<file path="config.mk">
export PLATFORM = sky130hd
export DESIGN_NAME = lc3_decode
export DESIGN_NICKNAME = d
export VERILOG_FILES = /design/src/rtl/lc3_pkg.sv /design/src/rtl/lc3_decode_ctrl.sv /design/src/rtl/lc3_decode.sv
export SDC_FILE = /design/constraint.sdc
export NUM_CORES = 1
export LEC_CHECK = 0
export CAP_MARGIN = 15
export CORE_UTILIZATION = 39
export DETAILED_ROUTE_END_ITERATION = 10
export GPL_TIMING_DRIVEN = 1
export PLACE_DENSITY_LB_ADDON = 0.12
export SLEW_MARGIN = 20
export SYNTH_ARGS = -nofsm -noshare
export SYNTH_HDL_FRONTEND = slang
export SYNTH_SLANG_ARGS = --single-unit
</file>
<file path="constraint.sdc">
create_clock -name clock -period 1.1 [get_ports clock]
set_input_delay 0.22 -clock clock [delete_from_list [all_inputs] [get_ports clock]]
set_output_delay 0.22 -clock clock [all_outputs]
set_load 0.05 [all_outputs]
</file>
<file path="src/rtl/lc3_pkg.sv">
// Shared LC3 decode definitions: opcodes, control-field encodings and the
// Execute control word layout.
package lc3_pkg;

    typedef enum logic [3:0] {
        OP_BR   = 4'b0000,
        OP_ADD  = 4'b0001,
        OP_LD   = 4'b0010,
        OP_ST   = 4'b0011,
        OP_JSR  = 4'b0100,
        OP_AND  = 4'b0101,
        OP_LDR  = 4'b0110,
        OP_STR  = 4'b0111,
        OP_RTI  = 4'b1000,
        OP_NOT  = 4'b1001,
        OP_LDI  = 4'b1010,
        OP_STI  = 4'b1011,
        OP_JMP  = 4'b1100,
        OP_RES  = 4'b1101,
        OP_LEA  = 4'b1110,
        OP_TRAP = 4'b1111
    } op_e;

    localparam logic [1:0] ALU_ADD = 2'b00;
    localparam logic [1:0] ALU_AND = 2'b01;
    localparam logic [1:0] ALU_NOT = 2'b10;

    localparam logic [1:0] PCSEL1_OFF11 = 2'b00;
    localparam logic [1:0] PCSEL1_OFF9  = 2'b01;
    localparam logic [1:0] PCSEL1_OFF6  = 2'b10;
    localparam logic [1:0] PCSEL1_ZERO  = 2'b11;

    localparam logic PCSEL2_NPC  = 1'b1;
    localparam logic PCSEL2_VSR1 = 1'b0;

    localparam logic OP2_VSR2 = 1'b1;
    localparam logic OP2_IMM5 = 1'b0;

    localparam logic [1:0] WSEL_ALU = 2'b00;
    localparam logic [1:0] WSEL_MEM = 2'b01;
    localparam logic [1:0] WSEL_PC  = 2'b10;

    localparam logic MEM_DIRECT   = 1'b0;
    localparam logic MEM_INDIRECT = 1'b1;

    typedef struct packed {
        logic [1:0] alu_control;
        logic [1:0] pcselect1;
        logic       pcselect2;
        logic       op2select;
    } e_ctrl_t;

endpackage

</file>
<file path="src/rtl/lc3_decode_ctrl.sv">
// Combinational opcode decoder: instruction word to Execute/Writeback/MemAccess
// control words. Unlisted fields and unused opcodes decode to zero.
module lc3_decode_ctrl
    import lc3_pkg::*;
(
    input  logic [15:0] instr,
    output logic [5:0]  e_control,
    output logic [1:0]  w_control,
    output logic        mem_control
);

    e_ctrl_t e;
    op_e     op;

    assign op = op_e'(instr[15:12]);

    always_comb begin
        e           = '0;
        w_control   = WSEL_ALU;
        mem_control = MEM_DIRECT;
        case (op)
            OP_ADD: begin
                e.alu_control = ALU_ADD;
                e.op2select   = ~instr[5];
            end
            OP_AND: begin
                e.alu_control = ALU_AND;
                e.op2select   = ~instr[5];
            end
            OP_NOT: begin
                e.alu_control = ALU_NOT;
                e.op2select   = OP2_VSR2;
            end
            OP_BR: begin
                e.pcselect1 = PCSEL1_OFF9;
                e.pcselect2 = PCSEL2_NPC;
            end
            OP_JMP: begin
                e.pcselect1 = PCSEL1_ZERO;
                e.pcselect2 = PCSEL2_VSR1;
            end
            OP_LD, OP_LDI: begin
                e.pcselect1 = PCSEL1_OFF9;
                e.pcselect2 = PCSEL2_NPC;
                w_control   = WSEL_MEM;
                mem_control = (op == OP_LDI) ? MEM_INDIRECT : MEM_DIRECT;
            end
            OP_LDR: begin
                e.pcselect1 = PCSEL1_OFF6;
                e.pcselect2 = PCSEL2_VSR1;
                w_control   = WSEL_MEM;
            end
            OP_LEA: begin
                e.pcselect1 = PCSEL1_OFF9;
                e.pcselect2 = PCSEL2_NPC;
                w_control   = WSEL_PC;
            end
            OP_ST, OP_STI: begin
                e.pcselect1 = PCSEL1_OFF9;
                e.pcselect2 = PCSEL2_NPC;
                mem_control = (op == OP_STI) ? MEM_INDIRECT : MEM_DIRECT;
            end
            OP_STR: begin
                e.pcselect1 = PCSEL1_OFF6;
                e.pcselect2 = PCSEL2_VSR1;
            end
            default: ;
        endcase
    end

    assign e_control = e;

endmodule

</file>
<file path="src/rtl/lc3_decode.sv">
// LC3 Decode stage: registers the fetched instruction and NPC together with
// the decoded control words; all outputs update only on an enabled edge.
module lc3_decode
    import lc3_pkg::*;
#(
    parameter int DATA_WIDTH = 16
) (
    input  logic                  clock,
    input  logic                  reset,
    input  logic                  enable_decode,
    input  logic [DATA_WIDTH-1:0] Instr_dout,
    input  logic [DATA_WIDTH-1:0] npc_in,
    output logic [DATA_WIDTH-1:0] IR,
    output logic [DATA_WIDTH-1:0] npc_out,
    output logic [5:0]            E_Control,
    output logic [1:0]            W_Control,
    output logic                  Mem_Control
);

    generate
        if (DATA_WIDTH != 16) begin : g_bad_width
            $error("lc3_decode: DATA_WIDTH must be 16");
        end
    endgenerate

    logic [5:0]            e_ctrl_p0;
    logic [1:0]            w_ctrl_p0;
    logic                  mem_ctrl_p0;
    logic [DATA_WIDTH-1:0] ir_p1;
    logic [DATA_WIDTH-1:0] npc_p1;
    logic [5:0]            e_ctrl_p1;
    logic [1:0]            w_ctrl_p1;
    logic                  mem_ctrl_p1;

    lc3_decode_ctrl u_ctrl (
        .instr       (Instr_dout),
        .e_control   (e_ctrl_p0),
        .w_control   (w_ctrl_p0),
        .mem_control (mem_ctrl_p0)
    );

    // p0 -> p1: capture instruction, NPC and decode together so they never diverge
    always_ff @(posedge clock) begin
        if (reset) begin
            ir_p1       <= '0;
            npc_p1      <= '0;
            e_ctrl_p1   <= '0;
            w_ctrl_p1   <= '0;
            mem_ctrl_p1 <= 1'b0;
        end else if (enable_decode) begin
            ir_p1       <= Instr_dout;
            npc_p1      <= npc_in;
            e_ctrl_p1   <= e_ctrl_p0;
            w_ctrl_p1   <= w_ctrl_p0;
            mem_ctrl_p1 <= mem_ctrl_p0;
        end
    end

    assign IR          = ir_p1;
    assign npc_out     = npc_p1;
    assign E_Control   = e_ctrl_p1;
    assign W_Control   = w_ctrl_p1;
    assign Mem_Control = mem_ctrl_p1;

endmodule
</file>
======== Yosys cells after proc, flatten, opt, wreduce, memory -nomap -nowiden ========
Cells that the tools add are included.
storage, ports and cells
  output and inout bits ................... 41
  bits in registers ....................... 41
cells by class
  bitwise logic cells ..................... 1
  multiplexer cells ....................... 7
  reduce and logical (&&, ||, !) cells .... 7
  equal/unequal tests ..................... 11
operators by type and width
  operator                                                                count
  4-bit equality test (second input constant)                             5
  4-bit by 3-bit equality test with 1-bit output (second input constant)  3
  3-bit one-hot mux with 3 select lines                                   1
  4-bit by 2-bit equality test with 1-bit output (second input constant)  2
  2-bit one-hot mux with 2 select lines                                   2
  2-bit OR reduction                                                      4
  6-bit OR reduction                                                      1
  4-bit by 1-bit equality test with 1-bit output (second input constant)  1
  4-bit logical NOT                                                       1
  1-bit one-hot mux with 2 select lines                                   2
  3-bit OR reduction                                                      1
  1-bit 2-to-1 mux                                                        2
  1-bit NOT                                                               1

======== Logic depth before layout (Yosys ltp) ========
  word-level depth ........................ 3
  gate-level depth with buffers ........... 4
  mapped depth without buffers ............ 3

======== Hierarchy ========
From an unflattened synthesis, not the netlist that was laid out.
unflattened totals
  cells, all modules ...................... 152
  area, all modules ....................... 1625.3 um^2
by module, submodules not included
  module           cells each  times used  seq. area each (um^2)  area each (um^2)
  lc3_decode       133         1           820.8                  1507.7
  lc3_decode_ctrl  19          1           0.0                    117.6

======== Worst setup path before layout ========
No wires, ideal clock.
  kind .................................... register to register
  start point ............................. register E_Control[3] (netlist name)
  end point ............................... register e_ctrl_p1[3] (netlist: E_Control[3])
  library setup time ...................... 0.086 ns
  arrival time ............................ 0.928 ns
  required time ........................... 1.014 ns
  path slack .............................. 0.087 ns
  path buffers ............................ 0
  stages on the path, launching flop included .. 3
  path through ............................ dfxtp_1 -> mux2i_1 -> a211oi_1
RTL lines
  what                    RTL line          source
  end signal: assignment  lc3_decode.sv:53  e_ctrl_p1 <= e_ctrl_p0;
  end: declaration        lc3_decode.sv:31  logic [5:0] e_ctrl_p1;

======== Worst setup path in the final report ========
  start point ............................. register e_ctrl_p1[5] (netlist: E_Control[5])
  end point ............................... output E_Control[5]
RTL lines
  what              RTL line          source
  end: declaration  lc3_decode.sv:15  output logic [5:0] E_Control,
No word-level cell between the ends.

==> impl_metrics.tcl <==
set metrics [dict create \
    outcome "completed" \
    rows 22 \
    postRouteAntennaNets 0 \
    path_depth 1 \
    synthAdderAreaFrac_pct 0 \
    place_congestion 0.889 \
    fin_cells 278 \
    synth_area_sq_um 1540 \
    fin_skew_ns 0 \
    post-place-cells 271 \
    slew_violations 0 \
    drv_cap 0 \
    cts_inserted_buffers 5 \
    crit_type "flop to primary output" \
    path_cells "buf_12" \
    period_needed_ns 1.06 \
    cts_tree "yes" \
    fin_crit_sh_pct 96.2 \
    dieWidth_um 64.8 \
    setup_viol 0 \
    clkSinkCount 41 \
    synth_area_leaders "dfxtp_1, mux2i_1, nor2_1" \
    cts-root-buf "clkbuf_8" \
    insertedDiodeCount 0 \
    met2_length_mm 1.90 \
    drt_iter0_drc 44 \
    grt.overflow.total 0 \
    slowest_stage "dfxtp_1" \
    fill_cells 230 \
    rsz0062_at_grt "no" \
    core_sq_um 3720 \
    grt_max_degree 42 \
    cp_num_buf_inv 1 \
    dieArea_sq_um 4200 \
    cp_max_fo 2 \
    drc 0 \
    drt_pass1_iterations 4 \
    start_util_pct 41.4 \
    hold_buffers 0 \
    nets 265 \
    cts_buffer_depth 2 \
    antenna_found_initial 0 \
    clk_pin_slew_ns 0.07 \
    drive_gt1_share_pct 25.7 \
    wl_mm 3.76 \
    synth_cell_type_count 22 \
    maxUsedRoutingLayer "met4" \
    io_buffers 75 \
    syn_nets 186 \
    worst_slew_pin_slew_ns 0.300 \
    grt_util_all_layers_pct 19.6 \
    area_growth_pct 85.8 \
    first_global_vias 1355 \
    dpl.hpwl_mm 2.86 \
    synth_top_area_share_pct 53.4 \
    setup_ws_ns 0.0413 \
    synthCells 151 \
    path_delay_family "flip-flops" \
    vias_per_cell 4.75 \
    synth_compound_gate_area_share_pct 5.04 \
    start_kind "flop" \
    htree_levels 2 \
    synthMuxAreaShare_pct 21.5 \
    p_per_area_nw_per_um2 1260 \
    yosys.area_share.simple_pct 14.5 \
    max_stage_delay_ns 0.39 \
    synth-seq-area-share_pct 53.4 \
    hold_viol_final 0 \
    drt-wirelength-per-cell_um 13.5 \
    wl_met1_mm 1.47 \
    ys_ff_latch 41 \
    post-place-ws_ns -0.341 \
    slew_headroom_pct 80.0 \
    synth_xor_area_share_pct 0 \
    grt_pass1_wl_mm 6.09 \
    endpoint_kind "primary output" \
    wl_met3_um 306 \
    max_freq_mhz 945 \
    hold_path_depth 3 \
    pin_count 76 \
    ff2ff_path_depth 2 \
    dieHeight_um 64.8 \
    power_leakage_nw 1.25 \
    cp.required_ns 0.88 \
    ys_warn_count 0 \
    synth_top_family_by_area "multiplexers" \
    insertion_delay_ns 0.29 \
    arrival_ns 0.84 \
    hp-class "primary input to flop" \
    syn_avg_cell_area_sq_um 10.2 \
    synth_area_leader_cell "dfxtp_1" \
    peakVddDrop_mv 0.787 \
    via_count 1321 \
]
[layout by cell type, fill, tap and decap left out]
cell / instances
and3b_2: 1
o21ai_0: 1
dfxtp_2: 1
mux2i_1: 33
nand2_1: 7
nand2b_1: 1
buf_4: 6
a32oi_1: 2
clkbuf_1: 1
and2b_1: 2
nand4_1: 1
a311oi_1: 1
a311oi_2: 1
clkdlybuf4s50_1: 29
a211oi_1: 1
buf_12: 43
clkbuf_8: 6
nand3_1: 2
dlymetal6s2s_1: 2
dlygate4sd2_1: 2
dfxtp_1: 40
a21oi_1: 3
a22oi_1: 1
o21bai_1: 1
inv_1: 2
nor2b_1: 1
buf_2: 1
nor2_1: 38
[final cells by class]
class	instances	area, sq um	share of cell area [%]
Multi-Input combinational cell	97	637	22.3
Inverter	2	7.51	0.263
Clock buffer	7	86.3	3.02
Timing Repair Buffer	83	1240	43.5
Tap cell	48	60.1	2.10
Sequential cell	41	822	28.8
[cells in the mapped netlist, drive strengths merged]
cell type   n
and3b       1
inv         2
nand4       1
mux2i      33
nor2       38
and2b       2
nand2       7
nor2b       1
a21oi       3
buf         7
o21bai      1
a22oi       1
o21ai       1
nand2b      1
a211oi      1
clkbuf      4
a32oi       2
a311oi      2
dfxtp      41
nand3       2
[report_power, final]
part,leakage [nW],internal (W),switching [W]
Combinational,0.871,0.000509,0.000472
Sequential,0.338,0.00157,0.0000832
Clock,0.0443,0.000497,0.000469
Total,1.25,0.00257,0.00102
[final timing paths]
| path | from | to | slack, ns |
|---|---|---|---|
| max | E_Control[5]$_SDFFE_PP0P_ | E_Control[5] | 0.04 |
| min | enable_decode | Mem_Control$_SDFFE_PP0P_ | 0.29 |
| max reg2reg | E_Control[3]$_SDFFE_PP0P_ | E_Control[3]$_SDFFE_PP0P_ | 0.35 |
| min reg2reg | W_Control[1]$_SDFFE_PP0P_ | W_Control[1]$_SDFFE_PP0P_ | 0.51 |
[layer usage]
metal,GRT usage (%),vias up
met5,0,-
met4,10.6,0
met3,8.10,8
met2,33.9,49
met1,19.9,599
li1,-,665
[what timing repair did]
item / in CTS / in global routing
endpoints found under the hold margin: 0 / 0
setup buffers: 0 / 0
pin swaps: 0 / 0
resized for setup: 3 / 3
setup endpoints to repair: 2 / 4
[sequential cells by signal, summed over array words and instances, names as in the netlist]
name         count
W_Control        2
IR              16
E_Control        6
Mem_Control      1
npc_out         16
[cell families (layout without fill, tap and decap cells)]
| kind of cell | count (synthesis) | count (layout) |
|---|---|---|
| buffers and inverters | 13 | 92 |
| AOI/OAI and AO/OA | 11 | 11 |
| DFF | 41 | 41 |
| and+or+nand+nor | 53 | 53 |
| muxes | 33 | 33 |
[metrics by stage]
step                hold WS [ns]  utilization, %  TNS [ns]  power (W)  instance area (sq um)
floorplan                  0.367               -         0    0.00212                   1540
global placement           0.494            74.3     -3.36    0.00264                   2760
detailed placement         0.494            74.3     -4.47    0.00267                   2760
CTS                        0.280            76.7         0    0.00365                   2850
global route               0.305            76.9         0    0.00375                   2860
finish                     0.288            76.9         0    0.00360                   2860
No activity file was read; power rests on OpenSTA's default activity.
